===== src/rtl/sd_cmd_spi.sv =====
// SD command engine in SPI mode 0: sends a 48-bit command frame and collects R1 / R3 / R7 responses.
// Define SD_CRC7_EN to compute CRC7 in hardware; otherwise fixed CRC bytes are used.
module sd_cmd_spi #(
  parameter int unsigned CLK_DIV      = 25,
  parameter int unsigned RESP_TIMEOUT = 8
) (
  input  logic        clk,
  input  logic        rst_n,
  input  logic        cmd_start,
  input  logic [5:0]  cmd_index,
  input  logic [31:0] cmd_arg,
  input  logic        resp_ext,
  output logic        cmd_busy,
  output logic        cmd_done,
  output logic [7:0]  resp_r1,
  output logic [31:0] resp_data,
  output logic        resp_timeout,
  output logic        SD_CK,
  output logic        SD_MOSI,
  input  logic        SD_MISO
);

  typedef enum logic [2:0] {
    IDLE, SEND, WAIT, R1, EXT, TAIL, DONE
  } state_t;

  localparam logic [8:0]  HALF    = 9'(CLK_DIV);
  localparam logic [8:0]  LAST    = 9'(2 * CLK_DIV - 1);
  localparam logic [15:0] TO_LAST = 16'(8 * RESP_TIMEOUT - 1);

  state_t      state_q, state_d;
  logic [8:0]  div_q;
  logic [15:0] bit_q;
  logic [47:0] frame_q;
  logic [31:0] rx_q;
  logic        ext_q;
  logic [6:0]  crc7;
  logic        active, rise, bit_end, accept;

`ifdef SD_CRC7_EN
  function automatic logic [6:0] crc7_f(input logic [39:0] d);
    logic [6:0] c;
    logic       fb;
    c = 7'h00;
    for (int i = 39; i >= 0; i--) begin
      fb = d[i] ^ c[6];
      c  = {c[5:0], 1'b0};
      if (fb) c = c ^ 7'h09;
    end
    return c;
  endfunction

  assign crc7 = crc7_f({2'b01, cmd_index, cmd_arg});
`else
  always_comb begin
    crc7 = 7'h7F;
    unique case (1'b1)
      (cmd_index == 6'd0): crc7 = 7'h4A;
      (cmd_index == 6'd8): crc7 = 7'h43;
      default: crc7 = 7'h7F;
    endcase
  end
`endif

  assign active  = (state_q != IDLE) && (state_q != DONE);
  assign rise    = active && (div_q == HALF);
  assign bit_end = active && (div_q == LAST);
  assign accept  = (state_q == IDLE) && cmd_start;

  assign cmd_busy = (state_q != IDLE);
  assign cmd_done = (state_q == DONE);
  assign SD_CK    = active && (div_q >= HALF);
  assign SD_MOSI  = (state_q == SEND) ? frame_q[47] : 1'b1;

  always_comb begin
    state_d = state_q;
    unique case (state_q)
      IDLE: if (cmd_start) state_d = SEND;
      SEND: if (bit_end && bit_q == 16'd47) state_d = WAIT;
      WAIT: begin
        // a zero at the last timeout bit still counts as a start bit
        if (bit_end) begin
          if (!rx_q[0])              state_d = R1;
          else if (bit_q == TO_LAST) state_d = TAIL;
        end
      end
      R1:   if (bit_end && bit_q == 16'd6) state_d = ext_q ? EXT : TAIL;
      EXT:  if (bit_end && bit_q == 16'd31) state_d = TAIL;
      TAIL: if (bit_end && bit_q == 16'd7) state_d = DONE;
      DONE: state_d = IDLE;
      default: state_d = IDLE;
    endcase
  end

  always_ff @(posedge clk) begin
    if (!rst_n) begin
      state_q      <= IDLE;
      div_q        <= '0;
      bit_q        <= '0;
      frame_q      <= '1;
      rx_q         <= '0;
      ext_q        <= 1'b0;
      resp_r1      <= 8'hFF;
      resp_data    <= '0;
      resp_timeout <= 1'b0;
    end else begin
      state_q <= state_d;
      if (accept) begin
        frame_q      <= {2'b01, cmd_index, cmd_arg, crc7, 1'b1};
        ext_q        <= resp_ext;
        resp_timeout <= 1'b0;
        div_q        <= '0;
        bit_q        <= '0;
      end else if (active) begin
        div_q <= bit_end ? 9'd0 : div_q + 9'd1;
        if (rise) rx_q <= {rx_q[30:0], SD_MISO};
        if (bit_end) begin
          bit_q <= (state_d != state_q) ? 16'd0 : bit_q + 16'd1;
          if (state_q == SEND) frame_q <= {frame_q[46:0], 1'b1};
          if (state_q == WAIT && state_d == TAIL) begin
            resp_r1      <= 8'hFF;
            resp_timeout <= 1'b1;
          end
          if (state_q == R1 && state_d != R1) resp_r1 <= rx_q[7:0];
          if (state_q == EXT && state_d != EXT) resp_data <= rx_q;
        end
      end
    end
  end

endmodule


===== config.mk =====
export PLATFORM = sky130hd
export DESIGN_NAME = sd_cmd_spi
export DESIGN_NICKNAME = d
export VERILOG_FILES = /design/src/rtl/sd_cmd_spi.sv
export SDC_FILE = /design/constraint.sdc
export NUM_CORES = 1
export LEC_CHECK = 0
export CAP_MARGIN = 0
export CORE_MARGIN = 3
export CORE_UTILIZATION = 55
export DETAILED_ROUTE_END_ITERATION = 8
export DONT_BUFFER_PORTS = 1
export PLACE_DENSITY = 0.7
export RECOVER_POWER = 100
export SETUP_SLACK_MARGIN = 0.3
export SLEW_MARGIN = 20
export SYNTH_ARGS = -nofsm -noshare
export SYNTH_HDL_FRONTEND = slang
export SYNTH_SLANG_ARGS = --single-unit
export TNS_END_PERCENT = 10

===== constraint.sdc =====
create_clock -name clk -period 2.8 [get_ports clk]
set_clock_uncertainty 0.2 [all_clocks]
set_input_delay 0.28 -clock clk [delete_from_list [all_inputs] [get_ports clk]]
set_output_delay 0.28 -clock clk [all_outputs]
set_load 0.02 [all_outputs]

## Yosys cells after proc, flatten, opt, wreduce, memory -nomap -nowiden

Cells that the tools add are included.

| storage, ports and cells | value |
|---|---|
| flip-flop bits (word level) | 149 |
| logic and storage cells | 81 |

| operators by class | value |
|---|---|
| add/sub/neg operators | 2 |
| $lt $le $gt $ge | 1 |
| equal/unequal tests | 19 |
| muxes and demuxes | 20 |
| bitwise gates (word level) | 2 |
| reductions and logical operators | 27 |

Operator list:

| kind | count |
|---|---|
| 48-bit 2-to-1 mux | 4 |
| 16-bit by 3-bit == test with 1-bit output (second input constant) | 2 |
| 16-bit by 6-bit == test with 1-bit output (second input constant) | 2 |
| 3-bit 2-to-1 mux | 8 |
| 3-bit case mux with 6 select lines | 1 |
| 16-bit by 1-bit adder with 16-bit output (second input constant) | 1 |
| 16-bit by 5-bit == test with 1-bit output (second input constant) | 1 |
| 16-bit 2-to-1 mux | 1 |
| 8-bit 2-to-1 mux | 2 |
| 3-bit == test (second input constant) | 4 |
| 1-bit logical AND | 12 |
| 6-bit case mux with 2 select lines | 1 |
| 3-bit AND reduction | 4 |
| 9-bit by 1-bit adder with 9-bit output (second input constant) | 1 |
| 9-bit by 5-bit == test with 1-bit output (second input constant) | 1 |
| 9-bit by 6-bit == test with 1-bit output (second input constant) | 1 |
| 9-bit by 5-bit >= comparator with 1-bit output (second input constant) | 1 |
| 9-bit 2-to-1 mux | 1 |
| 4-bit AND reduction | 2 |
| 2-bit nonzero test | 4 |
| 3-bit by 2-bit == test with 1-bit output (second input constant) | 2 |
| 6-bit by 4-bit == test with 1-bit output (second input constant) | 1 |
| 6-bit logical NOT | 1 |
| 3-bit != test (second input constant) | 2 |
| 9 further kinds | 11 |

## Depth between registers and ports, before layout

Gate-level depths: netlist of run 1.

| logic depth | value |
|---|---|
| depth after elaboration | 10 |
| mapped depth | 10 |
| depth with buffers taken out | 8 |

## Worst setup path before layout of run 1

OpenSTA, ideal clock, no wires.

| timing path | value |
|---|---|
| path kind | reg-to-reg |
| start | register div_q[0] |
| end | register resp_data[10] |
| library setup time | 0.118 ns |
| data arrival time | 2.004 ns |
| slack | 0.478 ns |
| cell stages (with the launch flop) | 10 |
| cells stage by stage | dfxtp_1 -> ha_1 -> and4bb_2 -> nand3_1 -> or2_4 -> or4_4 -> buf_6 -> buf_6 -> nand2_2 -> a21boi_2 |

| between the ends | value |
|---|---|
| longest elaborated chain between the ends | 8 |
| elaborated cells on any way between the ends | 15 |
| classes of those cells | eq/ne: 2; mux: 6; reduce/logical: 7 |

Ends and longest elaborated chain:

| what | RTL line | source |
|---|---|---|
| from (decl) | 32 | `logic [8:0] div_q;` |
| from (signal assigned) | 115 | `div_q <= bit_end ? 9'd0 : div_q + 9'd1;` |
| 9-bit by 6-bit == test with 1-bit output * | 67 | `assign bit_end = active && (div_q == LAST);` |
| 1-bit logical AND * | 67 |  |
| 1-bit logical AND, on equally long branches | -- |  |
| 3-bit 2-to-1 mux, on equally long branches | -- |  |
| 3-bit case mux with 6 select lines | 77 | `unique case (state_q)` |
| 3-bit != test | 125 | `if (state_q == EXT && state_d != EXT) resp_data <= rx_q;` |
| 1-bit logical AND | 125 |  |
| 4-bit AND reduction (no source line) * | -- |  |
| to (signal assigned) | 125 |  |
| to (decl) | 16 | `output logic [31:0] resp_data,` |

Every way passes the cells marked *; elsewhere a longest branch is shown, timed or not.
A chain may end at the register's enable or synchronous reset.

## Final worst setup path of run 1

| timing path | value |
|---|---|
| start | register bit_q[11] |
| end | register resp_data[26] |

| between the ends | value |
|---|---|
| longest elaborated chain between the ends | 8 |
| elaborated cells on any way between the ends | 20 |
| classes of those cells | eq/ne: 6; mux: 8; reduce/logical: 6 |

Ends and longest elaborated chain:

| what | RTL line | source |
|---|---|---|
| from (decl) | 33 | `logic [15:0] bit_q;` |
| from (signal assigned) | 118 | `bit_q <= (state_d != state_q) ? 16'd0 : bit_q + 16'd1;` |
| 16-bit by 6-bit == test with 1-bit output | 84 | `else if (bit_q == TO_LAST) state_d = TAIL;` |
| 3-bit 2-to-1 mux | 84 |  |
| 3-bit 2-to-1 mux | 83 | `if (!rx_q[0]) state_d = R1;` |
| 3-bit 2-to-1 mux | 82 | `if (bit_end) begin` |
| 3-bit case mux with 6 select lines * | 77 |  |
| 3-bit != test * | 125 |  |
| 1-bit logical AND * | 125 |  |
| 4-bit AND reduction (no source line) * | -- |  |

Marked as above.

==> impl_table.tex, run 1 <==
\begin{tabular}{lr}
\hline
Metric & Value \\
\hline
\multicolumn{2}{l}{\textbf{Status}} \\
\quad Run status & finished with violations \\
\quad Violations in the final reports & hold timing \\
\multicolumn{2}{l}{\textbf{Global routing}} \\
\quad Pin count of the biggest net entering global routing & 121 \\
\quad Overflow after GRT & 0 \\
\quad Gr busiest metal & met2 \\
\quad Met1 track utilization from global routing & 27.4\% \\
\quad Total routing usage reported by global routing & 22.9\% \\
\quad First-pass GRT wire length & 24400 um \\
\quad Global-route track usage on met2 & 37.3\% \\
\quad Global-route met3 utilization & 6.71\% \\
\quad Initial antenna violation count & 0 \\
\quad Via count of the first global-routing pass & 5167 \\
\multicolumn{2}{l}{\textbf{Logic synthesis}} \\
\quad Instance count of the mapped netlist & 779 \\
\quad Register bit total from synthesis & 149 \\
\quad Number of warning messages in the yosys log & 0 \\
\quad Mean instance size in the synthesized netlist & 8.31 um2 \\
\quad Dominant register cell in the synthesized netlist & dfxtp\_1 \\
\quad Number of enable-type register cells in the synthesized netlist & 0 \\
\quad Number of nets produced by synthesis & 826 \\
\quad Unique masters post-synth & 64 \\
\quad Proportion of netlist area held by the largest area contributor & 46.1\% \\
\quad Top-count cell post-synth & nand2\_1 \\
\quad Top post-synthesis cells by count & nand2\_1, dfxtp\_1, nor2\_1 \\
\quad Cell area after technology mapping & 6470 um2 \\
\quad Cell types occupying the most area after synthesis & dfxtp\_1, nand2\_1, a221o\_1 \\
\quad Asr flop ratio synth & 0\% \\
\quad Seq/Total Area, Yosys & 46.1\% \\
\quad Synth area leader & dfxtp\_1 \\
\multicolumn{2}{l}{\textbf{Worst setup path}} \\
\quad CP endpoint kind & flip-flop \\
\quad Depth of the most critical reg-to-reg path & 6 \\
\quad Worst path max stage delay & 0.69 ns \\
\quad CP max-delay cell & or4\_1 \\
\quad Data arrival time of the worst path & 2.63 ns \\
\quad Slack of the worst reg-to-reg path & 0.27 ns \\
\quad Reg2reg end & resp\_data[26] \\
\quad Type of the worst setup path & reg2reg \\
\quad Worst reg2reg startpoint & bit\_q[11] \\
\quad CP Cell Sequence & nor4\_4 > nand4\_1 > or2\_4 > or4\_1 > nand2\_1 > a21boi\_1 \\
\quad Worst Path Max Fanout & 8 \\
\quad Startpoint type of the worst setup path & flip-flop \\
\quad Crit path required time & 2.91 ns \\
\multicolumn{2}{l}{\textbf{STA}} \\
\quad Slew at the pin with the worst max-slew slack & 0.719 ns \\
\quad Endpoints failing hold & 1 \\
\quad Max-slew violation total from the final report & 0 \\
\quad Final critical delay including setup and external delays & 2.53 ns \\
\quad Worst slew margin relative to its limit & 52.0\% \\
\quad Worst hold slack after final layout & -0.00862 ns \\
\quad Period utilization & 90.3\% \\
\quad Maximum achievable frequency & 396 MHz \\
\quad Unrepaired setup endpoints after global routing & true \\
\quad Number of setup violations in the final report & 0 \\
\quad Summed negative setup slack over all endpoints & 0 ns \\
\multicolumn{2}{l}{\textbf{Detailed routing}} \\
\quad Total Wirelength & 14900 um \\
\quad Detailed-routing iteration count for the pre-antenna-repair pass & 6 \\
\quad Routed wire length per instance & 15.7 um \\
\quad Via density per instance & 5.74 \\
\quad Residual antenna-violating net count after detailed routing & 0 \\
\quad DR iter-0 viols & 491 \\
\quad Total vias in the final route & 5468 \\
\quad Total DRC errors in the routed layout & 0 \\
\multicolumn{2}{l}{\textbf{Hold path}} \\
\quad Worst hold path cell count & 2 \\
\quad Worst hold path startpoint & rst\_n \\
\quad Capture endpoint of the worst hold path & frame\_q[4] \\
\quad Hold/Removal Path Class & in2reg \\
\multicolumn{2}{l}{\textbf{Power and ir drop}} \\
\quad Comb power frac & 5.4\% \\
\quad Reported leakage power & 2.75 nW \\
\quad Switching fraction of total power & 21.5\% \\
\quad Clock group share of total power & 47.4\% \\
\quad Worst IR drop on VDD & 548 uV \\
\quad Sum of internal, switching and leakage power & 4.66 mW \\
\quad Pwr/cell area & 621 nW/um2 \\
\quad Sequential share of power & 47.3\% \\
\quad Internal power consumption & 3.66 mW \\
\quad Switching pwr & 1.00 mW \\
\multicolumn{2}{l}{\textbf{Cells and area}} \\
\quad Non-filler instance count after layout & 953 \\
\quad Area growth from synthesis to layout & 16.0\% \\
\quad Antenna diode count & 0 \\
\quad Share of cells above drive strength 1 & 8.98\% \\
\quad Layout net count & 848 \\
\multicolumn{2}{l}{\textbf{Place}} \\
\quad Cells after DPL & 878 \\
\quad Half-perimeter wire length of the detailed placement result & 9020 um \\
\quad Routability congestion estimate & 0.844 \\
\quad Number of buffers added on ports & 0 \\
\multicolumn{2}{l}{\textbf{Floorplan}} \\
\quad Core region area & 11200 um2 \\
\quad Starting density of the core & 57.9\% \\
\quad Die Y-Extent & 114 um \\
\quad DIE WIDTH & 114 um \\
\quad Area of the die & 13100 um2 \\
\quad Number of ports placed on the die boundary & 88 \\
\quad Std cell rows & 38 \\
\multicolumn{2}{l}{\textbf{Clock tree}} \\
\quad Post-CTS setup buffer count & 0 \\
\quad Number of buffers created by CTS & 17 \\
\quad Depth of the CTS H-tree & 4 \\
\quad Root cell of the clock tree & clkbuf\_16 \\
\quad Clock Latency Late Sink & 0.42 ns \\
\quad CTS tree & done \\
\quad Clock slew at reported path FFs & 0.06 ns \\
\quad Number of sinks handled by clock tree synthesis & 149 \\
\quad Buffers from clock root to sink, at most & 2 \\
\multicolumn{2}{l}{\textbf{Flow run}} \\
\quad Count of maximum capacitance violations & 0 \\
\hline
\end{tabular}
layout by cell type (no fill, tap or decap), types with 14 or more instances in the layout:
cell,netlist,layout
a21boi_0,35,47
a221o_1,28,28
clkbuf_16,0,17
dfxtp_1,149,147
dlygate4sd3_1,0,41
nand2_1,231,238
nand3_1,15,15
nor2_1,65,65
o21ai_0,28,29
xor2_1,14,14
stage by stage:
step	util, %	setup WS [ns]	hold slack, ns	area (um2)
6_report	67.2	0.272	-0.00862	7510
3_3_place_gp	58.2	0.338	0.153	6500
5_1_grt	67.2	0.133	0.0386	7510
2_1_floorplan	-	0.478	0.222	6470
3_5_place_dp	58.2	0.256	0.156	6500
4_1_cts	67.3	0.254	0.00754	7520
what timing repair did:
action | in CTS | in global routing
pin swaps | 0 | 4
hold buffers | 42 | 0
resized for setup | 0 | 8
setup endpoints to repair | 43 | 60
cloned | 0 | 2
endpoints found under the hold margin | 125 | 0
worst max-delay path by stage:
stage                     startpoint       endpoint  slack (ns)  cells after the start
after detailed placement    div_q[0]  resp_data[31]        0.26                      7
after global routing       bit_q[11]  resp_data[28]        0.13                      6
after CTS                   div_q[0]  resp_data[31]        0.25                      7
final                      bit_q[11]  resp_data[26]        0.27                      6
after global placement      div_q[0]   resp_data[0]        0.34                      7
after floorplan             div_q[0]  resp_data[10]        0.48                      9
metal layers:
layer	part of all wire, %	wire length [um]
met1	42	6270
met2	48	7230
met3	6.8	1020
met5	0	0
met4	2.8	418
flip-flops by register name, indices dropped and copies added, names as in the netlist:
name / cells
state_q: 3
bit_q: 16
frame_q: 47
rx_q: 32
resp_timeout: 1
resp_r1: 8
ext_q: 1
resp_data: 32
div_q: 9
worst max-delay path, delay by kind of cell (launching register included):
kind,cells,cell delay (ns)
AND/OR/NAND/NOR,5,1.79
flip-flops,1,0.36
AO/OA/AOI/OAI,1,0.06
kinds of logic after synthesis:
kind of cell	after synthesis	synth area share [%]
flops	149	46.1
xor+xnor	20	2.71
mux	2	0.329
compound gates	148	17.7
buf+inv	60	4.31
simple gates	396	28.1
fa+ha+maj	4	0.773
layout make-up:
class / count / area [um2]
tap: 140 / 175
timing repair buffer: 57 / 541
clock inverter: 9 / 103
sequential: 149 / 2990
fill: 885 / 3660
clock buffer: 22 / 474
inverter: 4 / 15.0
multi-input combinational: 572 / 3220
power by group through the flow:
stage	logic [mW]	clock network (mW)	registers, mW
after floorplan	0.164	0	2.24
after global placement	0.171	0	2.25
after detailed placement	0.177	0	2.25
after CTS	0.247	2.26	2.20
after global routing	0.278	2.34	2.21
final	0.250	2.21	2.20
Power figures use the tool's default switching activity.
==> run 2, diff against run 1 <==
--- a/config.mk
+++ b/config.mk
@@ -7,14 +7,13 @@
 export LEC_CHECK = 0
 export CAP_MARGIN = 0
 export CORE_MARGIN = 3
-export CORE_UTILIZATION = 55
+export CORE_UTILIZATION = 42
 export DETAILED_ROUTE_END_ITERATION = 8
 export DONT_BUFFER_PORTS = 1
-export PLACE_DENSITY = 0.7
 export RECOVER_POWER = 100
 export SETUP_SLACK_MARGIN = 0.3
 export SLEW_MARGIN = 20
 export SYNTH_ARGS = -nofsm -noshare
 export SYNTH_HDL_FRONTEND = slang
 export SYNTH_SLANG_ARGS = --single-unit
-export TNS_END_PERCENT = 10
+export TNS_END_PERCENT = 100
==> run 2 against run 1 <==
The flow still finishes with violations (hold timing). Global-route usage down 4.2 points. Hold slack improved by 0.0022 ns. First-iteration DRC count shrank 27%. Cell count is 4.9% higher. Sequential power about the same. Total power grew 4.5%. Register-to-register slack gained 0.03 ns. Via count decreased by 1.5%. Worst setup slack improved by 0.026 ns. Count of clock-buffer cells in the layout unchanged. Maximum frequency is 1.0% higher. Critical endpoint is now bit_q[4].
==> impl_table.tex, run 2 (synthesis results as in run 1) <==
\begin{tabular}{lr}
\hline
Metric & Value \\
\hline
\multicolumn{2}{l}{\textbf{Status}} \\
\quad Run status & finished with violations \\
\quad Violations in the final reports & hold timing \\
\multicolumn{2}{l}{\textbf{Worst setup path}} \\
\quad Reg2reg end & bit\_q[4] \\
\quad Data arrival time of the worst path & 2.60 ns (-0.03 ns) \\
\quad CP Cell Sequence & inv\_1 > ha\_1 > and4bb\_1 > o2111ai\_1 > o31ai\_1 > nand3\_1 > a21boi\_2 > buf\_4 > nor2\_1 \\
\quad Depth of the most critical reg-to-reg path & 9 (+3) \\
\quad Startpoint type of the worst setup path & flip-flop \\
\quad Slack of the worst reg-to-reg path & 0.30 ns (+0.03 ns) \\
\quad First element of the critical path & div\_q[1] \\
\quad Type of the worst setup path & reg2reg \\
\quad Worst Path Max Fanout & 15 (+7) \\
\quad CP max-delay cell & dfxtp\_1 \\
\quad Worst reg2reg startpoint & div\_q[1] \\
\quad Crit path required time & 2.90 ns (about the same) \\
\quad Worst path max stage delay & 0.36 ns (-0.33 ns) \\
\quad CP endpoint kind & flip-flop \\
\multicolumn{2}{l}{\textbf{Clock tree}} \\
\quad Clock Latency Late Sink & 0.42 ns (about the same) \\
\quad Number of sinks handled by clock tree synthesis & 149 (unchanged) \\
\quad Clock slew at reported path FFs & 0.06 ns (about the same) \\
\quad Root cell of the clock tree & clkbuf\_16 \\
\quad Number of buffers created by CTS & 17 (unchanged) \\
\quad Buffers from clock root to sink, at most & 2 (unchanged) \\
\quad CTS tree & done \\
\quad Depth of the CTS H-tree & 4 (unchanged) \\
\multicolumn{2}{l}{\textbf{Floorplan}} \\
\quad Std cell rows & 44 (+16\%) \\
\quad Core region area & 14800 um2 (+33\%) \\
\quad Die Y-Extent & 130 um (+14\%) \\
\quad DIE WIDTH & 130 um (+14\%) \\
\quad Area of the die & 16900 um2 (+29\%) \\
\quad Number of ports placed on the die boundary & 88 (unchanged) \\
\quad Starting density of the core & 43.7\% (-14 points) \\
\multicolumn{2}{l}{\textbf{Cells and area}} \\
\quad Flip-flop count of the largest register, all copies and words added & 47 (unchanged) \\
\quad Layout net count & 850 (+0.24\%) \\
\quad Commonest cells after routing, fill and taps aside & nand2\_1, dfxtp\_1, nor2\_1 \\
\quad Top register by number of flip-flops & frame\_q \\
\quad Share of cells above drive strength 1 & 9.80\% (+0.82 points) \\
\quad Non-filler instance count after layout & 1000 (+4.9\%) \\
\quad Largest regs & frame\_q (47), resp\_data (32), rx\_q (32) \\
\quad Area growth from synthesis to layout & 18.6\% \\
\quad Post-Layout Inst Area & 7680 um2 (+2.2\%) \\
\quad Most common cell after layout, fill and taps aside & nand2\_1 \\
\quad Antenna diode count & 0 (unchanged) \\
\quad Core utilization of the finished layout & 51.8\% (-15 points) \\
\multicolumn{2}{l}{\textbf{Global routing}} \\
\quad Met1 track utilization from global routing & 23.4\% (-4.0 points) \\
\quad Gr busiest metal & met2 \\
\quad Via count of the first global-routing pass & 5218 (+0.99\%) \\
\quad Global-route met3 utilization & 5.49\% (-1.2 points) \\
\quad Overflow after GRT & 0 (unchanged) \\
\quad First-pass GRT wire length & 25500 um (+4.6\%) \\
\quad Pin count of the biggest net entering global routing & 120 (-0.83\%) \\
\quad Total routing usage reported by global routing & 18.7\% (-4.2 points) \\
\quad Initial antenna violation count & 0 (unchanged) \\
\quad Global-route track usage on met2 & 31.1\% (-6.1 points) \\
\multicolumn{2}{l}{\textbf{Detailed routing}} \\
\quad Detailed-routing iteration count for the pre-antenna-repair pass & 5 (-1) \\
\quad Routed wire length per instance & 15.4 um (-1.5\%) \\
\quad Residual antenna-violating net count after detailed routing & 0 (unchanged) \\
\quad Via density per instance & 5.38 (-6.2\%) \\
\quad Total Wirelength & 15400 um (+3.4\%) \\
\quad DR iter-0 viols & 356 (-27\%) \\
\quad Total vias in the final route & 5384 (-1.5\%) \\
\quad Total DRC errors in the routed layout & 0 (unchanged) \\
\multicolumn{2}{l}{\textbf{Power and ir drop}} \\
\quad Worst IR drop on VDD & 491 uV (-10\%) \\
\quad Pwr/cell area & 635 nW/um2 (+2.2\%) \\
\quad Reported leakage power & 2.80 nW (+1.9\%) \\
\quad Sum of internal, switching and leakage power & 4.87 mW (+4.5\%) \\
\multicolumn{2}{l}{\textbf{STA}} \\
\quad Endpoints failing hold & 1 (unchanged) \\
\quad Number of setup violations in the final report & 0 (unchanged) \\
\quad Worst hold slack after final layout & -0.00645 ns (+0.00217 ns) \\
\quad Unrepaired setup endpoints after global routing & true \\
\quad Maximum achievable frequency & 400 MHz (+1.0\%) \\
\quad Worst slew margin relative to its limit & 53.1\% (+1.1 points) \\
\quad Minimum setup slack in the final design & 0.298 ns (+0.0256 ns) \\
\quad Max-slew violation total from the final report & 0 (unchanged) \\
\quad Summed negative setup slack over all endpoints & 0 ns (unchanged) \\
\quad Period utilization & 89.4\% (-0.92 points) \\
\quad Slew at the pin with the worst max-slew slack & 0.703 ns (-0.0164 ns) \\
\quad Final critical delay including setup and external delays & 2.50 ns (-0.0256 ns) \\
\multicolumn{2}{l}{\textbf{Hold path}} \\
\quad Worst hold path startpoint & rst\_n \\
\quad Hold/Removal Path Class & in2reg \\
\quad Worst hold path cell count & 2 (unchanged) \\
\quad Capture endpoint of the worst hold path & frame\_q[4] \\
\multicolumn{2}{l}{\textbf{Place}} \\
\quad Number of buffers added on ports & 0 (unchanged) \\
\quad Half-perimeter wire length of the detailed placement result & 8960 um (-0.68\%) \\
\quad Setup WS pre-CTS & 0.269 ns (+0.0131 ns) \\
\quad Cell area after placement & 6550 um2 (+0.65\%) \\
\quad Routability congestion estimate & 0.826 (-2.1\%) \\
\quad Cells after DPL & 921 (+4.9\%) \\
\multicolumn{2}{l}{\textbf{Flow run}} \\
\quad Count of maximum capacitance violations & 0 (unchanged) \\
\hline
\end{tabular}
==> run 2: changes by cell type in the layout (fill, tap and decap cells not counted), sizes merged <==
cell and delta:
clkinvlp -3, clkbuf +2, clkinv +2, bufinv +2
dlygate4sd3 +1, buf -1
==> run 2: power by group <==
part           total, mW  leakage, nW  switching [mW]  internal (mW)
Clock               2.42        0.319           0.839           1.58
Combinational      0.253         1.27           0.131          0.121
Sequential          2.20         1.21          0.0324           2.17
Total               4.87         2.80            1.00           3.87
==> run 2: layout make-up <==
class	instances	area, um2
Clock buffer	22	484
Clock inverter	10	150
Fill cell	1382	7130
Inverter	4	15.0
Multi-Input combinational cell	572	3240
Sequential cell	149	2980
Tap cell	184	230
Timing Repair Buffer	59	569
==> run 2: worst max path at each step <==
stage | endpoint | slack, ns | cells after the start
6_report | bit_q[4] | 0.30 | 9
5_1_grt | bit_q[5] | 0.16 | 9
4_1_cts | resp_data[31] | 0.29 | 7
3_5_place_dp | resp_data[27] | 0.27 | 7
3_3_place_gp | resp_data[0] | 0.33 | 7
2_1_floorplan | resp_data[10] | 0.48 | 9
==> run 2: per-layer routing <==
layer / vias up / share of wire, %
li1: 2708 / -
met3: 19 / 4.8
met2: 117 / 48
met1: 2540 / 45
met4: 0 / 1.4
met5: - / 0
==> run 2: what timing repair did <==
action                                 CTS  global route
hold buffers                            42             1
gates resized for setup                  3            14
setup buffers                            0             2
pin swaps                                2             7
endpoints found under the hold margin  122             3
setup endpoints to repair               60            68
gates cloned                             2             0
==> run 2: critical path, delay by kind of cell, from the launching register on <==
kind / cells / cell delay, ns
buffers and inverters: 2 / 0.29
and+or+nand+nor: 3 / 0.53
DFF: 1 / 0.36
adders and majority gates: 1 / 0.17
AOI/OAI and AO/OA: 3 / 0.82
==> RTL change, RTL diff (config.mk and constraints of run 1) <==
Build with the macro `SD_CRC7_EN` defined.
--- a/src/rtl/sd_cmd_spi.sv
+++ b/src/rtl/sd_cmd_spi.sv
@@ -1,4 +1,6 @@
 // SD command engine in SPI mode 0: sends a 48-bit command frame and collects R1 / R3 / R7 responses.
 // Define SD_CRC7_EN to compute CRC7 in hardware; otherwise fixed CRC bytes are used.
+`define SD_CRC7_EN
+
 module sd_cmd_spi #(
   parameter int unsigned CLK_DIV      = 25,
Function: same outputs for any inputs over 10 cycles, from zero or initial values and one cycle with rst_n low; that may be too few to reach the edited logic, so the function may still have changed.
==> RTL change against run 1 <==
  * Fmax is 3.6% lower
  * Wire length increased by 12%
  * Design area rose by 12%
  * Sequential cell count unchanged
  * First-iteration DRC count is 11% lower
  * Setup slack got worse by 94 ps
  * Highest routed layer unchanged
  * Critical path type unchanged
  * Synthesized area is 7.0% higher
Power is not compared: it rests on default switching activity, and its combinational part moved more than twofold at a synthesized area within 25%.
==> RTL change: results (changes against run 1) <==
- Status: finished, final reports clean
- Worst hold slack: 81.03 ps (+89.64 ps)
- Compound-gate portion of the synthesized area: 17.52% (-0.20 points)
- Share of layout cells above drive strength 1: 13.93% (+5.0 points)
- Post-DP Area: 0.007264 mm^2 (+12%)
- Largest cells by area after synthesis: dfxtp_1, nand2_1, a221o_1
- DR iter-0 viols: 437 (-11%)
- Met2 Routed Length: 8082 um (+12%)
- WP data arrival: 2750 ps (+120 ps)
- Routed WL per cell: 16.37 um (+4.4%)
- Tcrit/Tclk final: 93.62% (+3.4 points)
- Hold crit path type: in2reg
- Seq/Total Area, Yosys: 43.06% (-3.0 points)
- Sum of routed wire segments on met1: 7342 um (+17%)
- Syn Nets: 847 (+2.5%)
- Least-Margin Pin Slew: 658.8 ps (-60.59 ps)
- Vias in the first global route: 5481 (+6.1%)
- CP Capture Point: bit_q[2]$_SDFFE_PP0P_
- GRT Total Usage: 23.84% (+0.98 points)
- Crit-path max cell delay: 370 ps (-320 ps)
- Routed met3 length: 1014 um (about the same)
- Top cells by count, synth: nand2_1, dfxtp_1, a21oi_1
- Largest net degree at the start of global routing: 67 (-45%)
- Hold path startpoint: cmd_start
- Final wirelength: 16730 um (+12%)
- Post-Synth Adder-Cell Area: 0.7224% (-0.051 points)
- Met2 track demand over resource: 38.34% (+1.1 points)
- Multiplexer share of the synthesized area: 0.4334% (+0.10 points)
- Nets: 891 (+5.1%)
- First-pass GRT wire length: 27380 um (+12%)
- Worst-skew pair later-pin latency: 420 ps (about the same)
- Slowest CP cell: dfxtp_1
- IO buf count: 0 (unchanged)
- Reg-to-Reg Start: state_q[1]$_SDFF_PN0_
- First-pass iteration count of the detailed router: 5 (-1)
- Fillcell total: 982 (+11%)
- Crit path from: state_q[1]$_SDFF_PN0_
- Setup slack, reg-to-reg: 180 ps (-90 ps)
- Detailed-route via count: 5877 (+7.5%)
- Dpl hpwl: 10660 um (+18%)
- Synth Area in XOR/XNOR: 14.20% (+11 points)
- Netlist cell types: 56 (-13%)
- Avg Inst Size Synth: 8.660 um^2 (+4.2%)
- Routability cong.: 0.9026 (+6.9%)
- Crit path max fanout: 9 (+1)
- Kind of cell adding the most delay to the critical path: compound AO/OA/AOI/OAI gates
- Synth Warn #: 0 (unchanged)
- R2R depth: 9 (+3)
- Placed Instances: 942 (+7.3%)
- Met3 Use GR: 6.172% (-0.54 points)
- Worst slack at placement: 185.4 ps (-70.62 ps)
- GR Util met1: 31.15% (+3.7 points)
## RTL change: cell count changes after synthesis, moves of 14 or more
cell,before,now
xnor3_1,0,14
nand2_1,231,247
nor2_1,65,29
a21boi_1,20,0
xnor2_1,6,36
o21ai_0,28,8
clkbuf_1,36,50
a21boi_0,35,0
a21oi_1,7,75
## RTL change: final cells by class
class / instances / area (um^2) / area share (%)
Clock buffer: 18 / 439.2 / 5.206
Sequential cell: 149 / 2999 / 35.55
Inverter: 10 / 37.54 / 0.4450
Timing Repair Buffer: 77 / 719.4 / 8.529
Multi-Input combinational cell: 589 / 3901 / 46.25
Clock inverter: 11 / 128.9 / 1.528
Tap cell: 168 / 210.2 / 2.492
## RTL change: logic make-up (layout without fill, tap and decap cells)
| kind of cell | Yosys count | in the layout |
|---|---|---|
| compound gates | 165 | 165 |
| xor+xnor | 80 | 80 |
| fa+ha+maj | 4 | 4 |
| buf+inv | 62 | 116 |
| flops | 149 | 149 |
| mux | 3 | 3 |
| simple gates | 337 | 337 |
## RTL change: worst min-delay path by stage
stage | cells after the start | to
6_report | 2 | frame_q[2]$_SDFFE_PN1P_
5_1_grt | 3 | ext_q$_SDFFE_PN0P_
4_1_cts | 3 | resp_timeout$_SDFFE_PP0P_
3_5_place_dp | 1 | frame_q[7]$_SDFFE_PN1P_
3_3_place_gp | 1 | frame_q[7]$_SDFFE_PN1P_
2_1_floorplan | 2 | ext_q$_SDFFE_PN0P_
## RTL change: repair_timing
item,in CTS,in global routing
hold buffers,42,0
gates cloned,0,1
resized for setup,6,24
endpoints found under the hold margin,58,0
pin swaps,6,3
setup buffers,4,4
setup endpoints to repair,16,47
## RTL change: where the power goes
| group | internal, mW | switching, mW |
|---|---|---|
| Clock | 1.33 | 0.886 |
| Combinational | 0.667 | 0.548 |
| Sequential | 2.22 | 0.0577 |
